===== src/rtl/axis_frame_accumulator.sv =====
// axis_frame_accumulator
//   Sums unsigned WIDTH-bit AXI-Stream beats into frames. A frame closes after
//   N beats or on a beat carrying s_last, whichever comes first. One output
//   beat per frame carries the binary sum, the beat count and, when the
//   BCD_OUT_EN macro is defined, a DIGITS-digit BCD copy of the sum. The BCD
//   copy saturates to all nines when the sum does not fit, with m_ovf set.
//   With BCD_OUT_EN undefined there is no converter and m_bcd/m_ovf are tied
//   to zero.
//
// Ports
//   clk      clock, all logic on posedge
//   rstn     asynchronous active-low reset
//   s_valid  input beat valid
//   s_ready  input beat ready (high while accumulating)
//   s_data   input sample, WIDTH bits unsigned
//   s_last   closes the frame early, this beat included
//   m_valid  output beat valid
//   m_ready  output beat ready
//   m_data   binary frame sum, SUM_W bits
//   m_count  beats in frame, 1..N
//   m_bcd    BCD frame sum, digit 0 in [3:0]
//   m_ovf    sum exceeds 10^DIGITS-1 (m_bcd saturated)
module axis_frame_accumulator #(
   parameter int unsigned  WIDTH  = 3,
   parameter int unsigned  N      = 10,
   parameter int unsigned  DIGITS = 2,
   localparam int unsigned SUM_W  = ((WIDTH + $clog2(N)) > (WIDTH + 1)) ?
                                    (WIDTH + $clog2(N)) : (WIDTH + 1),
   localparam int unsigned CNT_W  = $clog2(N + 1)
) (
   input  logic                  clk,
   input  logic                  rstn,
   input  logic                  s_valid,
   output logic                  s_ready,
   input  logic [WIDTH-1:0]      s_data,
   input  logic                  s_last,
   output logic                  m_valid,
   input  logic                  m_ready,
   output logic [SUM_W-1:0]      m_data,
   output logic [CNT_W-1:0]      m_count,
   output logic [4*DIGITS-1:0]   m_bcd,
   output logic                  m_ovf
);

`ifdef BCD_OUT_EN
   localparam logic [1:0] ST_ACC  = 2'd0;
   localparam logic [1:0] ST_CONV = 2'd1;
   localparam logic [1:0] ST_OUT  = 2'd2;
`else
   localparam logic [1:0] ST_ACC  = 2'd0;
   localparam logic [1:0] ST_OUT  = 2'd2;
`endif

   logic [1:0]       state;
   logic [SUM_W-1:0] acc;
   logic [SUM_W-1:0] sum_next;
   logic [CNT_W-1:0] cnt;
   logic             take;
   logic             close;
   logic             conv_done;

   // Ready and valid decode straight from the registered state, so m_ready
   // never reaches s_ready combinationally.
   assign s_ready  = (state == ST_ACC);
   assign m_valid  = (state == ST_OUT);
   assign take     = s_valid && s_ready;
   assign sum_next = acc + SUM_W'(s_data);
   // An s_last on the N-th beat is the same close event, not a second one.
   assign close    = take && ((cnt == CNT_W'(N - 1)) || s_last);

   always_ff @(posedge clk or negedge rstn) begin
      if (!rstn) begin
         state   <= ST_ACC;
         acc     <= '0;
         cnt     <= '0;
         m_data  <= '0;
         m_count <= '0;
      end else begin
         case (state)
            ST_ACC: begin
               if (take) begin
                  acc <= sum_next;
                  cnt <= cnt + CNT_W'(1);
                  if (close) begin
                     m_data  <= sum_next;
                     m_count <= cnt + CNT_W'(1);
`ifdef BCD_OUT_EN
                     state   <= ST_CONV;
`else
                     state   <= ST_OUT;
`endif
                  end
               end
            end
`ifdef BCD_OUT_EN
            ST_CONV: begin
               if (conv_done) state <= ST_OUT;
            end
`endif
            ST_OUT: begin
               if (m_ready) begin
                  state <= ST_ACC;
                  acc   <= '0;
                  cnt   <= '0;
               end
            end
            default: state <= ST_ACC;
         endcase
      end
   end

`ifdef BCD_OUT_EN
   function automatic logic [63:0] pow10(input int unsigned d);
      logic [63:0] p;
      p = 64'd1;
      for (int unsigned i = 0; i < d; i++) p = p * 64'd10;
      return p;
   endfunction

   localparam int unsigned CONV_W  = $clog2(SUM_W + 1);
   localparam logic [63:0] BCD_MAX = pow10(DIGITS) - 64'd1;

   logic [SUM_W-1:0]          bin_sh;
   logic [4*DIGITS-1:0]       bcd_sh;
   logic [4*DIGITS-1:0]       bcd_adj;
   logic [4*DIGITS-1:0]       nines;
   logic [4*DIGITS+SUM_W-1:0] dd_sh;
   logic [CONV_W-1:0]         conv_cnt;
   logic                      ovf;

   // Double-dabble step: add 3 to every digit >= 5, then shift the joint
   // BCD:binary register left by one. The BCD field is only DIGITS wide;
   // bits lost off its top only matter when the sum overflows, and that
   // case is replaced by all nines.
   always_comb begin
      bcd_adj = bcd_sh;
      nines   = '0;
      for (int unsigned i = 0; i < DIGITS; i++) begin
         if (bcd_sh[4*i +: 4] >= 4'd5) bcd_adj[4*i +: 4] = bcd_sh[4*i +: 4] + 4'd3;
         nines[4*i +: 4] = 4'd9;
      end
   end

   assign dd_sh     = {bcd_adj, bin_sh} << 1;
   assign conv_done = (state == ST_CONV) && (conv_cnt == CONV_W'(SUM_W - 1));
   assign ovf       = (64'(m_data) > BCD_MAX);

   always_ff @(posedge clk or negedge rstn) begin
      if (!rstn) begin
         bin_sh   <= '0;
         bcd_sh   <= '0;
         conv_cnt <= '0;
         m_bcd    <= '0;
         m_ovf    <= 1'b0;
      end else if (close) begin
         bin_sh   <= sum_next;
         bcd_sh   <= '0;
         conv_cnt <= '0;
      end else if (state == ST_CONV) begin
         bin_sh   <= dd_sh[SUM_W-1:0];
         bcd_sh   <= dd_sh[4*DIGITS+SUM_W-1:SUM_W];
         conv_cnt <= conv_cnt + CONV_W'(1);
         if (conv_done) begin
            m_bcd <= ovf ? nines : dd_sh[4*DIGITS+SUM_W-1:SUM_W];
            m_ovf <= ovf;
         end
      end
   end
`else
   assign conv_done = 1'b0;
   assign m_bcd     = '0;
   assign m_ovf     = 1'b0;
`endif

endmodule


===== config.mk =====
export PLATFORM = sky130hd
export DESIGN_NAME = axis_frame_accumulator
export DESIGN_NICKNAME = d
export VERILOG_FILES = /design/src/rtl/axis_frame_accumulator.sv
export SDC_FILE = /design/constraint.sdc
export NUM_CORES = 1
export LEC_CHECK = 0
export CAP_MARGIN = 20
export CORE_AREA = 2 2 46 65
export DETAILED_ROUTE_END_ITERATION = 7
export DIE_AREA = 0 0 48 67
export GPL_TIMING_DRIVEN = 0
export HOLD_SLACK_MARGIN = 0.02
export PLACE_DENSITY = 0.83
export RECOVER_POWER = 100
export SYNTH_ARGS = -nofsm -noshare
export SYNTH_HDL_FRONTEND = slang
export SYNTH_SLANG_ARGS = --single-unit

===== constraint.sdc =====
create_clock -name clk -period 2 [get_ports clk]
set_clock_uncertainty 0.05 [all_clocks]
set_input_delay 0.4 -clock clk [delete_from_list [all_inputs] [get_ports clk]]
set_output_delay 0.4 -clock clk [all_outputs]
set_load 0.01 [all_outputs]

==> metrics.yaml, run 1 <==
status:
  status: "finished, final reports clean"
synthesis:
  synth_cells: 124
  ys_warn_count: 0
  synth.distinct_cells: 32
  synth_seq_cells: 23
  ys_seq_area_frac: 0.470
  syn_area_per_cell_um2: 9.88
  synth_area_um2: 1220
clocking:
  cts-root-buf: "clkbuf_4"
  cts_tree: "done"
  cts_setup_buffers: 0
  clk_latency_ps: 320
  cts-buffers-inserted: 3
  clk_path_buf_depth: 2
  post_cts_resized: 1
  cts-htree-levels: 1
  cts.sinks: 23
  postCtsHoldBufs: 0
  clk_pin_slew_ps: 120
detailed_routing:
  via_per_inst: 4.86
  drc: 0
  wirelength_um: 2320
  firstDrtPassIters: 4
  ant_nets: 0
  drtIter0Drc: 14
  vias: 938
  wl_per_cell_um: 12.0
layout:
  final_cell_mix: "25 x nand2_1, 23 x dfrtp_1, 15 x o21ai_0"
  final_common_cell: "nand2_1"
  syn_to_final_growth_pct: 24.6
  nets: 172
  layout-drive-gt1-share: 0.127
  n_antenna_cell: 0
  fin_area_um2: 1530
timing:
  max_freq_ghz: 0.515
  relSlewSlack: 0.542
  fin_tns_setup_ps: 0
  fin_crit_sh: 0.970
  grt_setup_unrepaired: "false"
  timing.final.ws_setup_ps: 59.7
  drv_slew: 0
  setup_viol: 0
  worst_pin_slew_ps: 687
  whs_ps: 410
  hold_viol: 0
  min_period_ps: 1940
grt:
  grt_usage: 0.173
  antenna_found_initial: 0
  grt_start_max_net_pins: 24
  grt_pass1_vias: 899
  grt-ovfl-total: 0
  grt_pass1_wl_um: 3920
floorplan:
  die_w_um: 48
  io-pin-count: 30
  start_util: 0.468
  die_h_um: 67
  row_count: 22
  core_area_um2: 2620
  die-area_um2: 3220
job:
  drv_cap: 0
placement:
  place_congestion: 0.810
  pre_cts_ws_ps: -382
  post_dp_cell_area_um2: 1500
  io_buffers: 20
  dp.final_hpwl_um: 1780
power_and_ir_drop:
  ir_drop_uv: 645
  p_leak_nw: 0.729
  p_per_area_nw_per_um2: 1090
min_path:
  hold_path_class: "in -> async"
setup_path:
  critPathLaunch: "state[1]$_DFFE_PN0P_"
  cp_max_fo: 5
  cp.arrival_ps: 1490
  worst-setup-path-type: "reg -> out"
  r2r_end: "acc[6]$_DFFE_PN0P_"
  cp-start-kind: "flop"
  endpoint_kind: "output port"
  critPathRequiredTime_ps: 1550
  rrSetupSlack_ps: 160
  crit_end: "s_ready"
  reg2reg_depth: 6
  r2r_start: "acc[0]$_DFFE_PN0P_"
-- cells by family (layout without fill, tap and decap cells) --
family / count (synthesis) / in the layout / share of synthesized area
xor gates and xnor gates: 9 / 9 / 0.0644
and+or+nand+nor: 38 / 38 / 0.138
buffers and inverters: 15 / 40 / 0.0838
muxes: 5 / 5 / 0.0460
other: 1 / 9 / 0.00306
adders and majority gates: 6 / 6 / 0.0674
AOI/OAI and AO/OA: 27 / 27 / 0.128
DFF: 23 / 23 / 0.470
-- sequential cells by signal, summed over array words and instances, names as in the netlist --
name and flops:
state 1, acc 7, m_data 7, cnt 4, m_count 4
-- Yosys cell counts --
cell type	n	area, um2
a211o_1	1	8.76
a21o_1	2	15.0
a21oi_1	3	15.0
a22o_1	1	8.76
a31oi_1	2	12.5
and3b_1	1	8.76
and4_1	1	8.76
buf_2	1	5.00
buf_4	10	75.1
buf_6	1	11.3
clkbuf_1	1	3.75
conb_1	1	3.75
dfrtp_1	23	576
fa_1	1	20.0
ha_1	5	62.6
inv_1	2	7.51
mux2_2	1	11.3
mux2_4	1	15.0
mux2i_1	3	30.0
nand2_1	25	93.8
nand2b_1	1	6.26
nand3_1	2	10.0
nand4_1	2	12.5
nor2_1	3	11.3
nor2b_1	1	6.26
nor3_1	1	5.00
o21ai_0	15	75.1
o21ai_2	1	8.76
o22ai_1	2	12.5
or2_2	1	6.26
xnor2_1	3	26.3
xor2_1	6	52.6
-- power by group --
part	internal [W]	leakage (nW)	total (W)	switching, W
combinational	0.000355	0.416	0.000682	0.000326
clock	0.0000782	0.0150	0.000222	0.000143
sequential	0.000619	0.298	0.000757	0.000138
-- area by class of cell --
cell class | count | area [um2]
tap | 36 | 45.0
timing repair buffer | 21 | 204
buffer | 13 | 83.8
inverter | 2 | 7.51
clock buffer | 4 | 26.3
sequential | 23 | 576
multi-input combinational | 94 | 584
fill | 229 | 1090
-- worst min-delay path by stage --
stage,from,end,depth (start not counted)
after CTS,m_data[6]$_DFFE_PN0P_,m_data[6]$_DFFE_PN0P_,2
after global routing,rstn,m_data[1]$_DFFE_PN0P_,1
after floorplan,rstn,acc[0]$_DFFE_PN0P_,0
after detailed placement,m_data[6]$_DFFE_PN0P_,m_data[6]$_DFFE_PN0P_,2
after global placement,m_data[3]$_DFFE_PN0P_,m_data[3]$_DFFE_PN0P_,2
final,rstn,m_data[1]$_DFFE_PN0P_,1
-- metal layers --
metal,global-route usage,vias up,wire length [um]
met5,0,-,0
met4,0.108,0,68
met3,0.0244,5,89
met2,0.287,23,1220
met1,0.196,444,939
li1,-,466,-
-- through the flow --
step                instances  power (W)   util
floorplan                 132    0.00118      -
global placement          188    0.00144  0.574
global route              193    0.00180  0.584
CTS                       192    0.00171  0.585
detailed placement        188    0.00149  0.574
finish                    193    0.00166  0.584
-- critical path: stages (launching register included) --
cell and delay [ps]:
dfrtp_1 440, inv_1 160, clkdlybuf4s50_1 570
No activity file was read; power rests on OpenSTA's default activity.
==> inputs of run 2 (changes only) <==
Settings changed: CORE_AREA 2 2 46 65 to 2 2 45 64, CTS_BUF_LIST set to sky130_fd_sc_hd__clkbuf_4 sky130_fd_sc_hd__clkbuf_8, DIE_AREA 0 0 48 67 to 0 0 47 66, PLACE_DENSITY 0.83 to 0.85, TNS_END_PERCENT set to 50.
==> run 2 against run 1 <==
Against the previous run:
- utilization increased by 2.0 points
- combinational power increased by 0.9%
- cell count unchanged
- sequential cell count unchanged
- worst hold slack got worse by 17 ps
- fmax decreased by 1.8%
- global-route usage increased by 0.35 points
- largest cell class unchanged
==> metrics.yaml, run 2 (synthesis results as in run 1) <==
grt:
  antenna_found_initial: 0  # unchanged
  grt_pass1_wl_um: 3910  # was 3920 um
  grt_usage: 0.176  # was 0.173
  grt_start_max_net_pins: 24  # unchanged
  grt-ovfl-total: 0  # unchanged
  grt_pass1_vias: 896  # was 899
layout:
  layout-drive-gt1-share: 0.134  # was 0.127
  final_common_cell: "nand2_1"  # unchanged
  syn_to_final_growth_pct: 24.7  # was 24.6%
  reg.largest.list: "acc: 7 flops, m_data: 7 flops"  # unchanged
  regArea_um2: 576  # unchanged
  final_core_utilization: 0.603  # was 0.584
  final_cell_mix: "25 x nand2_1, 23 x dfrtp_1, 15 x o21ai_0, 15 x dlygate4sd3_1"  # was 25 x nand2_1, 23 x dfrtp_1, 15 x o21ai_0
  multi_input_area_um2: 584  # unchanged
  n_antenna_cell: 0  # unchanged
  n_fill_cell: 235  # was 229
  nets: 172  # unchanged
timing:
  drv_slew: 0  # unchanged
  grt_setup_unrepaired: "false"  # unchanged
  setup_viol: 0  # unchanged
  max_freq_ghz: 0.506  # was 0.515 GHz
  hold_viol: 0  # unchanged
  relSlewSlack: 0.526  # was 0.542
  min_period_ps: 1980  # was 1940 ps
  worst_pin_slew_ps: 711  # was 687 ps
  fin_crit_sh: 0.988  # was 0.970
detailed_routing:
  wirelength_um: 2390  # was 2320 um
  drc: 0  # unchanged
  firstDrtPassIters: 4  # unchanged
  vias: 968  # was 938
  met2_length_um: 1270  # was 1220 um
  wl_met1_um: 954  # was 939 um
  ant_nets: 0  # unchanged
  drtIter0Drc: 16  # was 14
  wl_per_cell_um: 12.4  # was 12.0 um
  routed.top_layer: "met4"  # unchanged
  via_per_inst: 5.02  # was 4.86
  wl_met3_um: 110  # was 89 um
floorplan:
  die_h_um: 66  # was 67 um
  core_area_um2: 2530  # was 2620 um2
  die_w_um: 47  # was 48 um
  die-area_um2: 3100  # was 3220 um2
  io-pin-count: 30  # unchanged
  row_count: 22  # unchanged
  start_util: 0.484  # was 0.468
clocking:
  postCtsHoldBufs: 0  # unchanged
  cts-htree-levels: 1  # unchanged
  cts_tree: "done"  # unchanged
  cts.sinks: 23  # unchanged
  cts-buffers-inserted: 3  # unchanged
  clk_path_buf_depth: 2  # unchanged
  clk_latency_ps: 320  # about the same
  cts-root-buf: "clkbuf_4"  # unchanged
  clk_pin_slew_ps: 130  # was 120 ps
placement:
  dp.final_hpwl_um: 1810  # was 1780 um
  io_buffers: 20  # unchanged
  place_congestion: 0.810  # about the same
setup_path:
  reg2reg_depth: 6  # unchanged
  cp_max_fo: 3  # was 5
  endpoint_kind: "flop"  # was output port
  r2r_start: "acc[0]$_DFFE_PN0P_"  # unchanged
  cp-start-kind: "primary input"  # was flop
  cp.arrival_ps: 2170  # was 1490 ps
  crit_end: "acc[6]$_DFFE_PN0P_"  # was s_ready
  critPathLaunch: "s_data[1]"  # was state[1]$_DFFE_PN0P_
  worst-setup-path-type: "in -> reg"  # was reg -> out
  rrSetupSlack_ps: 150  # was 160 ps
  r2r_end: "acc[6]$_DFFE_PN0P_"  # unchanged
  critPathRequiredTime_ps: 2190  # was 1550 ps
power_and_ir_drop:
  p_per_area_nw_per_um2: 1090  # about the same
  p_leak_nw: 0.732  # was 0.729 nW
  ir_drop_uv: 517  # was 645 uV
  total_power_w: 0.00167  # was 0.00166 W
job:
  drv_cap: 0  # unchanged
min_path:
  hold_path_class: "in -> async"  # unchanged
status:
  status: "finished, final reports clean"  # unchanged
[run 2: layer usage]
metal,up-vias,global-route usage
li1,468,-
met1,460,0.212
met2,34,0.295
met3,6,0.0164
met4,0,0.0972
met5,-,0
[run 2: worst max-delay path, cell delays in order]
cell	delay, ps
dlygate4sd3_1	590
fa_2	420
a21o_1	210
and4_4	200
a21o_1	180
a31oi_1	170
[run 2: power breakdown]
group          internal [W]  switching, W
combinational      0.000352      0.000336
sequential         0.000619      0.000139
clock             0.0000749      0.000147
total               0.00105      0.000622
[run 2: how the worst min path moves through the flow]
stage | to | slack [ps] | depth (start not counted)
3_3_place_gp | m_data[3]$_DFFE_PN0P_ | 410 | 2
3_5_place_dp | m_data[3]$_DFFE_PN0P_ | 420 | 2
4_1_cts | m_data[3]$_DFFE_PN0P_ | 450 | 2
6_report | m_data[1]$_DFFE_PN0P_ | 390 | 1
2_1_floorplan | acc[0]$_DFFE_PN0P_ | 50 | 0
5_1_grt | cnt[2]$_DFFE_PN0P_ | 420 | 1
[run 2: final cells by class]
| type | instances | area share |
|---|---|---|
| Buffer | 13 | 0.0549 |
| Clock buffer | 3 | 0.0147 |
| Clock inverter | 1 | 0.00328 |
| Inverter | 2 | 0.00491 |
| Multi-Input combinational cell | 94 | 0.382 |
| Sequential cell | 23 | 0.377 |
| Tap cell | 36 | 0.0295 |
| Timing Repair Buffer | 21 | 0.133 |
[run 2: metrics by stage]
step | hold WS (ps) | worst slack [ps] | instances | area, um2 | TNS, ps
2_1_floorplan | 54.4 | 154 | 132 | 1250 | 0
6_report | 394 | 23.4 | 193 | 1530 | 0
3_3_place_gp | 410 | -332 | 188 | 1500 | -989
4_1_cts | 448 | 4.59 | 192 | 1530 | 0
3_5_place_dp | 418 | -415 | 188 | 1500 | -1380
5_1_grt | 420 | 2.74 | 193 | 1530 | 0
[run 2: timing repair]
| action | CTS | global route |
|---|---|---|
| setup buffers | 0 | 0 |
| gates resized for setup | 2 | 1 |
| endpoints found under the setup margin | 1 | 1 |
| cloned | 0 | 0 |
